$ cat src/rtl/somatorio_pkg.sv
// ----------------------------------------------------------------------------
// somatorio_pkg
// Shared definitions for the triangular-sum arbiter:
//   NW_DEFAULT - default width of the term count n
//   RW_DEFAULT - default width of the accumulated result
//   state_t    - controller states (IDLE, TEST, ACC, DONE)
// ----------------------------------------------------------------------------
package somatorio_pkg;

    localparam int NW_DEFAULT = 8;
    localparam int RW_DEFAULT = 12;

    typedef enum logic [1:0] {
        IDLE = 2'd0,
        TEST = 2'd1,
        ACC  = 2'd2,
        DONE = 2'd3
    } state_t;

endpackage

$ cat src/rtl/somatorio_dp.sv
// ----------------------------------------------------------------------------
// somatorio_dp
// Down-counter plus accumulator computing n + (n-1) + ... + 1.
// Ports:
//   ck      - clock, rising edge
//   reset   - asynchronous, active-low reset
//   load    - load counter with load_n and clear the accumulator
//   load_n  - term count to load
//   dec     - decrement the counter
//   acc_en  - add the counter into the accumulator (modulo 2^RW)
//   zero    - counter is zero
//   carry   - carry out of the RW+1-bit sum acc + cnt
//   acc     - current accumulator value
// ----------------------------------------------------------------------------
module somatorio_dp
    import somatorio_pkg::*;
#(
    parameter int NW = NW_DEFAULT,
    parameter int RW = RW_DEFAULT
) (
    input  logic          ck,
    input  logic          reset,
    input  logic          load,
    input  logic [NW-1:0] load_n,
    input  logic          dec,
    input  logic          acc_en,
    output logic          zero,
    output logic          carry,
    output logic [RW-1:0] acc
);

    logic [NW-1:0] cnt_q, cnt_d;
    logic [RW-1:0] acc_q, acc_d;
    logic [RW:0]   sum;

    // The sum is one bit wider than the accumulator so the top bit is the
    // carry that flags a wrapped result.
    always_comb begin
        sum   = {1'b0, acc_q} + (RW+1)'(cnt_q);
        cnt_d = cnt_q;
        acc_d = acc_q;
        if (load) begin
            cnt_d = load_n;
            acc_d = '0;
        end else begin
            if (dec) begin
                cnt_d = cnt_q - NW'(1);
            end
            if (acc_en) begin
                acc_d = sum[RW-1:0];
            end
        end
    end

    always_ff @(posedge ck or negedge reset) begin
        if (!reset) begin
            cnt_q <= '0;
            acc_q <= '0;
        end else begin
            cnt_q <= cnt_d;
            acc_q <= acc_d;
        end
    end

    assign zero  = (cnt_q == '0);
    assign carry = sum[RW];
    assign acc   = acc_q;

endmodule

$ cat src/rtl/somatorio_arbiter.sv
// ----------------------------------------------------------------------------
// somatorio_arbiter
// Two-requester round-robin arbiter in front of a serial 1+2+...+n adder.
// Ports:
//   ck, reset        - clock (rising edge), asynchronous active-low reset
//   req0/req1        - level requests, held until ack
//   n0/n1            - term count for each requester, stable while req high
//   ack0/ack1        - one-cycle pulse: request accepted, n captured
//   done0/done1      - one-cycle pulse: result valid for that requester
//   result           - last finished sum modulo 2^RW, held until next done
//   overflow         - last finished sum exceeded 2^RW-1, held with result
//   busy             - controller is not idle
// All outputs are registered.
// ----------------------------------------------------------------------------
module somatorio_arbiter
    import somatorio_pkg::*;
#(
    parameter int NW = NW_DEFAULT,
    parameter int RW = RW_DEFAULT
) (
    input  logic          ck,
    input  logic          reset,
    input  logic          req0,
    input  logic          req1,
    input  logic [NW-1:0] n0,
    input  logic [NW-1:0] n1,
    output logic          ack0,
    output logic          ack1,
    output logic          done0,
    output logic          done1,
    output logic [RW-1:0] result,
    output logic          overflow,
    output logic          busy
);

    state_t        state_q, state_d;
    logic          owner_q, owner_d;
    logic          last_q, last_d;
    logic          ovf_q, ovf_d;
    logic          ack0_q, ack0_d;
    logic          ack1_q, ack1_d;
    logic          done0_q, done0_d;
    logic          done1_q, done1_d;
    logic [RW-1:0] result_q, result_d;
    logic          overflow_q, overflow_d;
    logic          busy_q, busy_d;

    logic          grant;
    logic          load;
    logic          dec;
    logic          acc_en;
    logic          dp_zero;
    logic          dp_carry;
    logic [RW-1:0] dp_acc;
    logic [NW-1:0] load_n;

    // On a tie the requester that was not served last wins; last_q holds
    // the index of the requester served most recently.
    always_comb begin
        grant = 1'b0;
        if (req0 && req1) begin
            grant = ~last_q;
        end else if (req1) begin
            grant = 1'b1;
        end
    end

    assign load_n = grant ? n1 : n0;

    somatorio_dp #(
        .NW (NW),
        .RW (RW)
    ) u_dp (
        .ck     (ck),
        .reset  (reset),
        .load   (load),
        .load_n (load_n),
        .dec    (dec),
        .acc_en (acc_en),
        .zero   (dp_zero),
        .carry  (dp_carry),
        .acc    (dp_acc)
    );

    // Next-state and registered-output logic. Pulses (ack/done) are computed
    // on the transition into the state in which they must be visible.
    always_comb begin
        state_d    = state_q;
        owner_d    = owner_q;
        last_d     = last_q;
        ovf_d      = ovf_q;
        ack0_d     = 1'b0;
        ack1_d     = 1'b0;
        done0_d    = 1'b0;
        done1_d    = 1'b0;
        result_d   = result_q;
        overflow_d = overflow_q;
        load       = 1'b0;
        dec        = 1'b0;
        acc_en     = 1'b0;

        case (state_q)
            IDLE: begin
                if (req0 || req1) begin
                    state_d = TEST;
                    load    = 1'b1;
                    owner_d = grant;
                    ovf_d   = 1'b0;
                    ack0_d  = ~grant;
                    ack1_d  = grant;
                end
            end
            TEST: begin
                if (dp_zero) begin
                    state_d    = DONE;
                    result_d   = dp_acc;
                    overflow_d = ovf_q;
                    done0_d    = ~owner_q;
                    done1_d    = owner_q;
                    last_d     = owner_q;
                end else begin
                    state_d = ACC;
                end
            end
            ACC: begin
                dec    = 1'b1;
                acc_en = 1'b1;
                // Sticky for the whole job: one wrap is enough to flag it.
                if (dp_carry) begin
                    ovf_d = 1'b1;
                end
                state_d = TEST;
            end
            DONE: begin
                state_d = IDLE;
            end
            default: begin
                state_d = IDLE;
            end
        endcase

        busy_d = (state_d != IDLE);
    end

    always_ff @(posedge ck or negedge reset) begin
        if (!reset) begin
            state_q    <= IDLE;
            owner_q    <= 1'b0;
            last_q     <= 1'b1;
            ovf_q      <= 1'b0;
            ack0_q     <= 1'b0;
            ack1_q     <= 1'b0;
            done0_q    <= 1'b0;
            done1_q    <= 1'b0;
            result_q   <= '0;
            overflow_q <= 1'b0;
            busy_q     <= 1'b0;
        end else begin
            state_q    <= state_d;
            owner_q    <= owner_d;
            last_q     <= last_d;
            ovf_q      <= ovf_d;
            ack0_q     <= ack0_d;
            ack1_q     <= ack1_d;
            done0_q    <= done0_d;
            done1_q    <= done1_d;
            result_q   <= result_d;
            overflow_q <= overflow_d;
            busy_q     <= busy_d;
        end
    end

    assign ack0     = ack0_q;
    assign ack1     = ack1_q;
    assign done0    = done0_q;
    assign done1    = done1_q;
    assign result   = result_q;
    assign overflow = overflow_q;
    assign busy     = busy_q;

endmodule

$ cat config.mk
export PLATFORM = sky130hd
export DESIGN_NAME = somatorio_arbiter
export DESIGN_NICKNAME = d
export VERILOG_FILES = /design/src/rtl/somatorio_pkg.sv /design/src/rtl/somatorio_dp.sv /design/src/rtl/somatorio_arbiter.sv
export SDC_FILE = /design/constraint.sdc
export NUM_CORES = 1
export LEC_CHECK = 0
export CORE_MARGIN = 1.5
export CORE_UTILIZATION = 47
export CTS_CLUSTER_SIZE = 30
export DETAILED_ROUTE_END_ITERATION = 12
export HOLD_SLACK_MARGIN = 0.03
export PLACE_DENSITY = 0.86
export REMOVE_ABC_BUFFERS = 1
export SYNTH_ARGS = -nofsm -noshare
export SYNTH_HDL_FRONTEND = slang
export SYNTH_SLANG_ARGS = --single-unit
$ cat constraint.sdc
create_clock -name ck -period 1.9 [get_ports ck]
set_input_delay 0.19 -clock ck [delete_from_list [all_inputs] [get_ports ck]]
set_output_delay 0.19 -clock ck [all_outputs]
set_load 0.05 [all_outputs]
==> results by group, run 1 <==
Finish
  – # diodes: 0
  – Synth-to-layout area growth: 38.7%
  – NumNets Final: about 290
  – Final Non-Filler Cells: ~310
  – Filler cell count: 322
  – Fin area: 3010 µm²
  – Share of cells above drive strength 1: 0.235

Outcome
  – Failing checks: negative setup slack
  – Status: finished with violations

Worst setup path
  – R2R depth: 4
  – Worst Path Required: 2090 ps
  – R2r endpoint: result[10]
  – CP Launch Type: register
  – Maximum fanout along the worst path: 9
  – Critical path cell sequence: or4_4, nor4_4, buf_6, mux2_2
  – FF-to-FF setup slack: -8 ps
  – Slowest cell on crit path: or4_4
  – R2R Path Start: u_dp.cnt_q[4]
  – Crit Path Class: reg -> reg
  – Crit path largest cell delay: 570 ps
  – Crit. End Element: register
  – CP Data Arrival Time: 2100 ps

Synth
  – Top post-synthesis cells by count: dfrtp_1, o21ai_0, nand2_1
  – Synth top area share: 0.485
  – Synth Register Bits: 43
  – Number of synthesized flops with an enable pin: 0
  – Synth cell types: between 40 and 50
  – Cell Area, Synth: 2170 µm²
  – Synth Flop Type: dfrtp_1
  – Synthesis Warnings: 0
  – Sequential area share after synthesis: 0.497
  – FFs w/ async S/R, synth: 1.00
  – Post-Syn Area per Cell: between 10 and 15 µm²
  – Mapped Cells: 201
  – Yosys top cell by area: dfrtp_1
  – Most numerous cell in the Yosys netlist: dfrtp_1
  – Synth top area cells: dfrtp_1, mux2_2, ha_1, o21ai_0, nand2_1

GRT
  – First-pass GRT wire length: 8270 µm
  – Total track usage: 0.210
  – Grt ovf: 0
  – Vias in the first global route: between 1,500 and 2,000
  – Antenna violations before repair: 0
  – Largest net degree at the start of global routing: 35

Route
  – Vias/cell: roughly 5.9
  – # DRC: 0
  – Vias post-DR: about 1,800
  – Routed WL: roughly 5300 µm
  – DRT iter0 DRCs: 126
  – WL/cell: 17.0 µm
  – Antenna Nets Post-Route: 0
  – Drt first pass iters: 4

Floorplan
  – Die height: 70.9 µm
  – Die Width: 70.9 µm
  – Row Count: 24
  – Die area: 5030 µm²
  – Initial Util: 0.494
  – Core Area: 4380 µm²
  – Num ports: 38

STA
  – Worst Clk Skew: approximately 3.9 ps
  – WHS: between 400 and 500 ps
  – RSZ-0062 raised after global routing: true
  – Minimum clock period: 1910 ps
  – Slew Viols, Final: 0
  – Final hold violation count: 0
  – Fmax: 524 MHz
  – Final setup viols: 3
  – Worst-Margin Slew: about 720 ps
  – PnR worst setup slack: -7.58 ps
  – Setup tns final: -8.68 ps
  – Slew margin rel.: 0.519
  – Crit share post-route: 1.00

Power
  – P per Cell Area: ~1600 nW/µm²
  – Max IR drop VDD: 0.941 mV
  – Pleak: 1.34 nW

Placed design
  – DP Area: 2680 µm²
  – Routability cong.: roughly 0.84
  – Detailed Place HPWL: 3480 µm
  – Placement Setup Slack: -75.9 ps
  – I/O Buffers: 37
  – Placed cell count: 299

Clock tree
  – Clock Latency Late Sink: 300 ps
  – Num CTS Buffers: 5
  – Max Root-Sink Buffers: 2
  – Clock Sinks: 43
  – Worst-path clk slew: around 80 ps
  – H-tree Lvls: 2
  – CTS tree: done
  – Clk root buf: clkbuf_8

Min path
  – Min-Delay Path Class: in -> async

Job
  – Max cap viols: 0
==> layout make-up <==
class                           instances  area [µm²]  area share
Clock buffer                            6        72.6      0.0241
Clock inverter                          2        60.1      0.0200
Inverter                                7        26.3     0.00874
Multi-Input combinational cell        144        1170       0.390
Sequential cell                        43        1080       0.358
Tap cell                               52        65.1      0.0216
Timing Repair Buffer                   58         533       0.177
==> worst max-delay path, delay by kind of cell, from the launching register on <==
| kind | cells | cell delay (ps) |
|---|---|---|
| AND/OR/NAND/NOR | 2 | 880 |
| flip-flops | 1 | 380 |
| multiplexers | 1 | 340 |
| buffers and inverters | 1 | 190 |
==> repair_timing <==
action                                  4_1_cts  5_1_grt
gates resized for setup                       6       27
pin swaps                                     3        9
gates cloned                                  0        0
endpoints found under the setup margin       13       20
hold buffers                                  1        0
hold endpoints to repair                     31        0
buffers inserted                              0        4
==> sequential cells by signal (all words and copies together), names as in the netlist <==
register    cells
last_q          1
result         12
owner_q         1
ack0            1
u_dp.cnt_q      8
done0           1
busy            1
u_dp.acc       12
ack1            1
overflow        1
done1           1
ovf_q           1
state_q         2
==> per-layer routing <==
| layer | up-vias | GRT usage | share of wire | routed length (µm) |
|---|---|---|---|---|
| met3 | 14 | 0.0442 | 0.053 | 283 |
| met2 | 74 | 0.348 | 0.50 | 2630 |
| li1 | 856 | - | - | - |
| met4 | 0 | 0.0860 | 0.025 | 133 |
| met1 | 890 | 0.270 | 0.43 | 2260 |
| met5 | - | 0 | 0 | 0 |
==> cell families (layout without fill, tap and decap cells) <==
| logic type | count (synthesis) | after routing | share of synthesized area |
|---|---|---|---|
| AOI/OAI and AO/OA | 58 | 58 | 0.177 |
| xor gates and xnor gates | 5 | 5 | 0.0202 |
| adders and majority gates | 10 | 10 | 0.0612 |
| buffers and inverters | 14 | 73 | 0.0277 |
| DFF | 43 | 43 | 0.497 |
| muxes | 16 | 16 | 0.0820 |
| and+or+nand+nor | 55 | 55 | 0.135 |
==> worst max path at each step <==
stage / start / endpoint / slack, ps / cells past startpoint
after global routing: u_dp.cnt_q[5] / result[10] / -90 / 4
after floorplan: u_dp.cnt_q[5] / overflow / -220 / 3
final: u_dp.cnt_q[4] / result[10] / -8 / 4
after global placement: u_dp.acc[0] / u_dp.acc[10] / 20 / 8
after detailed placement: u_dp.cnt_q[0] / u_dp.acc[10] / -80 / 8
after CTS: u_dp.cnt_q[0] / u_dp.acc[10] / -5 / 8
==> cells in the final DEF (no fill, tap or decap), types with 3 or more instances in the layout <==
cell	count
ha_1	5
buf_4	18
nand4_1	3
o21a_1	4
a21oi_1	8
inv_1	6
nand2b_1	5
nand2_1	18
xor2_1	3
clkbuf_8	5
clkdlybuf4s50_1	36
o21ai_0	17
ha_4	3
nor2_1	8
mux2_2	6
dfrtp_1	42
o31ai_1	3
a221oi_1	3
nand3_1	5
mux2_4	8
==> stage by stage <==
| step | total power, W | utilization |
|---|---|---|
| floorplan | 0.00293 | - |
| global placement | 0.00361 | 0.612 |
| detailed placement | 0.00370 | 0.612 |
| CTS | 0.00459 | 0.650 |
| global route | 0.00516 | 0.686 |
| finish | 0.00488 | 0.686 |
==> power by group <==
group	switching (W)	internal (W)
combinational	0.00150	0.00108
clock	0.000319	0.000525
sequential	0.000233	0.00122
total	0.00205	0.00283
Power figures use the tool's default switching activity.
==> run 2, diff against run 1 <==
--- a/config.mk
+++ b/config.mk
@@ -5,7 +5,7 @@
 export SDC_FILE = /design/constraint.sdc
 export NUM_CORES = 1
 export LEC_CHECK = 0
-export CORE_MARGIN = 1.5
+export CORE_MARGIN = 2
 export CORE_UTILIZATION = 47
 export CTS_CLUSTER_SIZE = 30
 export DETAILED_ROUTE_END_ITERATION = 12
==> run 2 against run 1 <==
  * The flow now finishes without violations
  * Non-clock buffer count is 1 lower
  * Cell count decreased by 0.32%
  * Core utilization down 2.3 points
  * Die area is 2.8% higher
  * Combinational power decreased by 6%
  * Maximum frequency grew 2.7%
  * Clock skew up 1.5 ps
  * Via count shrank 1.5%
  * Power is 7.6% lower
==> results by group, run 2 (synthesis results as in run 1) <==
Worst setup path
  – CP most frequent cell: buf_4
  – Slowest cell on crit path: ha_1 (was or4_4)
  – Worst Path Required: 2080 ps (was 2090 ps)
  – CP Data Arrival Time: 2040 ps (was 2100 ps)
  – Maximum fanout along the worst path: 6 (was 9)
  – CP Launch Type: register (unchanged)
  – Crit. End Element: register (unchanged)
  – Crit path largest cell delay: 390 ps (was 570 ps)
  – Crit Path Class: reg -> reg (unchanged)
  – Critical path cell sequence: buf_4, ha_1, nand2_1, o21ai_2, a221oi_2, buf_4, o211ai_1, o31ai_1 (was or4_4, nor4_4, buf_6, mux2_2)

Finish
  – Sequential cell area: 1080 µm² (unchanged)
  – Area occupied by multi-input gates: 1100 µm² (was 1170 µm²)
  – Fin util: 0.663 (was 0.686)
  – # diodes: 0 (unchanged)
  – Synth-to-layout area growth: 34.1% (was 38.7%)
  – Filler cell count: 339 (was 322)
  – NumNets Final: 288 (was 289)
  – Commonest non-fill, non-tap cell in the layout: dfrtp_1 (unchanged)
  – Commonest cells after routing, fill and taps aside: dfrtp_1, clkdlybuf4s50_1, nand2_1 (was dfrtp_1, clkdlybuf4s50_1, nand2_1, buf_4, o21ai_0)
  – Share of cells above drive strength 1: 0.236 (was 0.235)

Placed design
  – Detailed Place HPWL: 3530 µm (was 3480 µm)
  – Placement Setup Slack: -47.1 ps (was -75.9 ps)
  – Routability cong.: 0.838 (was 0.843)
  – I/O Buffers: 37 (unchanged)

Clock tree
  – Num CTS Buffers: 5 (unchanged)
  – Clock Latency Late Sink: 300 ps (about the same)
  – CTS tree: done (unchanged)
  – H-tree Lvls: 2 (unchanged)
  – Clock Sinks: 43 (unchanged)
  – Max Root-Sink Buffers: 2 (unchanged)
  – Clk root buf: clkbuf_8 (unchanged)
  – Worst-path clk slew: 80 ps (about the same)

STA
  – Final hold violation count: 0 (unchanged)
  – Slew Viols, Final: 0 (unchanged)
  – Worst Clk Skew: 5.34 ps (was 3.87 ps)
  – Fmax: 538 MHz (was 524 MHz)
  – Slew margin rel.: 0.659 (was 0.519)
  – RSZ-0062 raised after global routing: true (unchanged)
  – Minimum clock period: 1860 ps (was 1910 ps)
  – Final setup viols: 0 (was 3)
  – Worst-Margin Slew: 509 ps (was 721 ps)
  – Crit share post-route: 0.977 (was 1.00)
  – PnR worst setup slack: 42.8 ps (was -7.58 ps)

Outcome
  – Status: finished clean (was finished with violations)

Power
  – P per Cell Area: 1550 nW/µm² (was 1620 nW/µm²)
  – Pleak: 1.30 nW (was 1.34 nW)
  – Design Power: 0.00451 W (was 0.00488 W)
  – Max IR drop VDD: 0.965 mV (was 0.941 mV)

Route
  – DRT iter0 DRCs: 128 (was 126)
  – Vias/cell: 5.81 (was 5.88)
  – WL/cell: 15.7 µm (was 17.0 µm)
  – # DRC: 0 (unchanged)
  – Drt first pass iters: 4 (unchanged)
  – Antenna Nets Post-Route: 0 (unchanged)
  – Vias post-DR: 1,807 (was 1,834)
  – Routed WL: 4880 µm (was 5300 µm)

Floorplan
  – Row Count: 24 (unchanged)
  – Core Area: 4380 µm² (unchanged)
  – Die area: 5170 µm² (was 5030 µm²)
  – Num ports: 38 (unchanged)
  – Die Width: 71.9 µm (was 70.9 µm)
  – Die height: 71.9 µm (was 70.9 µm)
  – Initial Util: 0.494 (unchanged)

GRT
  – First-pass GRT wire length: 7820 µm (was 8270 µm)
  – Antenna violations before repair: 0 (unchanged)
  – Grt ovf: 0 (unchanged)
  – Largest net degree at the start of global routing: 17 (was 35)
  – Total track usage: 0.196 (was 0.210)
  – Vias in the first global route: 1,744 (was 1,849)

Job
  – Max cap viols: 0 (unchanged)

Min path
  – Min-Delay Path Class: in -> async (unchanged)
## run 2: changes by cell type in the layout (fill, tap and decap cells not counted), sizes merged
cell      delta
buf          -1
bufinv       -2
clkbuf       +1
clkinvlp     +1
## run 2: per-stage QoR
step | std cells | hold slack [ps] | setup TNS (ps) | cell area, µm²
finish | 311 | 314 | 0 | 2910
global route | 311 | 361 | -66.1 | 2910
CTS | 308 | 322 | 0 | 2820
detailed placement | 298 | 105 | -111 | 2680
global placement | 298 | 98.0 | 0 | 2680
floorplan | 194 | -106 | -3080 | 2130
## run 2: area by class of cell
cell class,instances,area share
tap,52,0.0224
inverter,7,0.00904
timing repair buffer,57,0.182
sequential,43,0.371
clock buffer,7,0.0332
multi-input combinational,144,0.380
clock inverter,1,0.00258
## run 2: metal layers
layer | track usage | routed length [µm] | vias to the layer above
met4 | 0.0860 | 89 | 0
met1 | 0.249 | 2150 | 876
met2 | 0.322 | 2390 | 63
li1 | - | - | 859
met3 | 0.0458 | 250 | 9
met5 | 0 | 0 | -
## run 2: timing repair
action                                  CTS  global route
resized for setup                         8            17
buffers inserted                          1             2
gates cloned                              0             1
endpoints found under the setup margin   11            20
endpoints found under the hold margin    13             0
pin swaps                                 3             3
hold buffers                              1             0
## run 2: worst max-delay path: cells and delay by family (launching register included)
family                   cells  cell delay (ps)
AO/OA/AOI/OAI                4              530
adder cells (fa/ha/maj)      1              390
flip-flops                   1              380
buffers and inverters        2              320
AND/OR/NAND/NOR              1              130
## run 2: final timing paths
check,slack (ps),depth (start not counted),from,end
min reg2reg,470,1,owner_q,done0
min in group ck,470,1,owner_q,done0
max,40,8,u_dp.cnt_q[5],u_dp.acc[9]
min,310,2,reset,result[7]
max reg2reg,40,8,u_dp.cnt_q[5],u_dp.acc[9]
max in group asynchronous,990,3,reset,last_q
## run 2: where the power goes
part,leakage [nW],switching (W),internal [W]
Combinational,0.685,0.00141,0.00102
Clock,0.0505,0.000310,0.000330
Sequential,0.568,0.000218,0.00122
Total,1.30,0.00194,0.00257
==> run 3, diff against run 2 <==
--- a/config.mk
+++ b/config.mk
@@ -5,7 +5,7 @@
 export SDC_FILE = /design/constraint.sdc
 export NUM_CORES = 1
 export LEC_CHECK = 0
-export CORE_MARGIN = 2
+export CORE_MARGIN = 3
 export CORE_UTILIZATION = 47
 export CTS_CLUSTER_SIZE = 30
 export DETAILED_ROUTE_END_ITERATION = 12
==> run 3 against run 2 <==
  * The run now ends with negative setup slack left
  * Power up 3.7%
  * Clock skew up 6.6 ps
  * Largest power group unchanged
  * Critical path type unchanged
  * Non-clock buffer count up 1
==> results by group, run 3 (synthesis results as in run 1) <==
STA
  – Fmax: 524 MHz (was 538 MHz)
  – PnR worst setup slack: -8.18 ps (was 42.8 ps)
  – Worst Clk Skew: 11.9 ps (was 5.34 ps)
  – Crit share post-route: 1.00 (was 0.977)
  – Slew margin rel.: 0.646 (was 0.659)
  – Worst-Margin Slew: 531 ps (was 509 ps)
  – Final setup viols: 1 (was 0)
  – Minimum clock period: 1910 ps (was 1860 ps)
  – Slew Viols, Final: 0 (unchanged)
  – WHS: 463 ps (was 314 ps)
  – Final hold violation count: 0 (unchanged)
  – RSZ-0062 raised after global routing: true (unchanged)

Power
  – Max IR drop VDD: 0.781 mV (was 0.965 mV)
  – Gate power share: 0.513 (was 0.539)
  – Clock power frac: 0.180 (was 0.142)
  – Design Power: 0.00468 W (was 0.00451 W)
  – Int Power: 0.00274 W (was 0.00257 W)
  – P_sw: 0.00194 W (about the same)
  – Reg power frac: 0.307 (was 0.319)
  – Sw Share: 0.414 (was 0.430)
  – Pleak: 1.32 nW (was 1.30 nW)
  – P per Cell Area: 1600 nW/µm² (was 1550 nW/µm²)

Placed design
  – Placed cell count: 298 (unchanged)
  – Detailed Place HPWL: 3350 µm (was 3530 µm)
  – I/O Buffers: 37 (unchanged)
  – Placement Setup Slack: -71.8 ps (was -47.1 ps)
  – Routability cong.: 0.861 (was 0.838)

Finish
  – Commonest non-fill, non-tap cell in the layout: dfrtp_1 (unchanged)
  – Final Non-Filler Cells: 312 (was 311)
  – Fin util: 0.662 (was 0.663)
  – NumNets Final: 289 (was 288)
  – Commonest cells after routing, fill and taps aside: dfrtp_1, clkdlybuf4s50_1, nand2_1, o21ai_0, buf_4 (was dfrtp_1, clkdlybuf4s50_1, nand2_1)
  – Synth-to-layout area growth: 34.8% (was 34.1%)
  – Filler cell count: 331 (was 339)
  – # diodes: 0 (unchanged)
  – Share of cells above drive strength 1: 0.223 (was 0.236)

GRT
  – Total track usage: 0.187 (was 0.196)
  – Vias in the first global route: 1,708 (was 1,744)
  – GRT met2 Usage: 0.303 (was 0.322)
  – First-pass GRT wire length: 7740 µm (was 7820 µm)
  – Antenna violations before repair: 0 (unchanged)
  – Largest net degree at the start of global routing: 44 (was 17)
  – Gr busiest metal: met2 (unchanged)
  – Met3 Usage GRT: 0.0465 (was 0.0458)
  – Met1 Use GR: 0.242 (was 0.249)
  – Grt ovf: 0 (unchanged)

Worst setup path
  – R2R Path Start: u_dp.cnt_q[0] (was u_dp.cnt_q[5])
  – Worst Setup SP: u_dp.cnt_q[0] (was u_dp.cnt_q[5])
  – Crit Path Class: reg -> reg (unchanged)
  – CP Launch Type: register (unchanged)
  – Worst Path Required: 2090 ps (was 2080 ps)
  – Crit. End Element: register (unchanged)
  – Maximum fanout along the worst path: 3 (was 6)
  – CP Data Arrival Time: 2100 ps (was 2040 ps)

Route
  – Vias/cell: 5.60 (was 5.81)
  – # DRC: 0 (unchanged)
  – WL/cell: 15.5 µm (was 15.7 µm)
  – Routed WL: 4830 µm (was 4880 µm)
  – Vias post-DR: 1,747 (was 1,807)
  – Drt first pass iters: 4 (unchanged)
  – Antenna Nets Post-Route: 0 (unchanged)
  – DRT iter0 DRCs: 164 (was 128)

Clock tree
  – Clk root buf: clkbuf_8 (unchanged)
  – Max Root-Sink Buffers: 2 (unchanged)
  – CTS tree: done (unchanged)
  – H-tree Lvls: 2 (unchanged)
  – Clock Latency Late Sink: 300 ps (about the same)
  – Num CTS Buffers: 5 (unchanged)
  – Worst-path clk slew: 90 ps (was 80 ps)
  – Clock Sinks: 43 (unchanged)

Floorplan
  – Die area: 5460 µm² (was 5170 µm²)
  – Row Count: 24 (unchanged)
  – Core Area: 4410 µm² (was 4380 µm²)
  – Num ports: 38 (unchanged)
  – Die height: 73.9 µm (was 71.9 µm)
  – Initial Util: 0.491 (was 0.494)
  – Die Width: 73.9 µm (was 71.9 µm)

Job
  – Max cap viols: 0 (unchanged)

Outcome
  – Failing checks: negative setup slack
  – Status: finished with violations (was finished clean)

Min path
  – Min-Delay Path Class: reg -> reg (was in -> async)
  – Worst Min Path Start: owner_q
-- run 3: cell count changes in the layout (fill, tap and decap cells not counted), sizes merged --
cell,change
bufinv,+2
clkinvlp,-1
-- run 3: cell type report --
class	instances	area, µm²	area share
tap	52	65.1	0.0223
inverter	7	26.3	0.00900
timing repair buffer	58	556	0.190
sequential	43	1080	0.369
clock buffer	6	72.6	0.0249
clock inverter	2	60.1	0.0206
multi-input combinational	144	1060	0.364
-- run 3: what timing repair did --
item	CTS	global route
endpoints found under the setup margin	15	19
resized for setup	5	8
pin swaps	2	6
gates cloned	0	1
hold endpoints to repair	42	0
hold buffers	1	0
setup buffers	0	5
-- run 3: worst paths after layout --
check | end | slack (ps) | cells after the start
worst max-delay path | u_dp.acc[10] | -8 | 8
worst min-delay path | done0 | 460 | 1
worst max register to register | u_dp.acc[10] | -8 | 8
worst min register to register | done0 | 460 | 1
max in group asynchronous | u_dp.acc[1] | 1040 | 3
min in group asynchronous | u_dp.acc[6] | 480 | 3
-- run 3: routing by layer --
| layer | share of wire | routed length [µm] | vias to the layer above |
|---|---|---|---|
| met2 | 0.47 | 2290 | 54 |
| met1 | 0.46 | 2230 | 823 |
| met5 | 0 | 0 | - |
| li1 | - | - | 860 |
| met4 | 0.014 | 67 | 0 |
| met3 | 0.051 | 245 | 10 |
-- run 3: critical path: stages, from the launching register on --
cell and delay, ps:
dfrtp_1 360, ha_2 210, inv_2 50, fa_2 410
nor2b_2 150, o31ai_2 80, a31oi_1 270, nand4_1 140
mux2i_1 140
-- run 3: per-stage QoR --
stage / area, µm² / TNS [ps]
final: 2920 / -8.18
after global routing: 2920 / -358
after CTS: 2850 / 0
after detailed placement: 2690 / -201
after global placement: 2690 / 0
after floorplan: 2130 / -3080
-- run 3: power groups by stage --
stage / Sequential, W / Combinational, W / Clock, W
final: 0.00144 / 0.00240 / 0.000843
after global routing: 0.00148 / 0.00261 / 0.000889
after CTS: 0.00143 / 0.00231 / 0.000849
after detailed placement: 0.00145 / 0.00226 / 0
after global placement: 0.00143 / 0.00219 / 0
after floorplan: 0.00183 / 0.00110 / 0
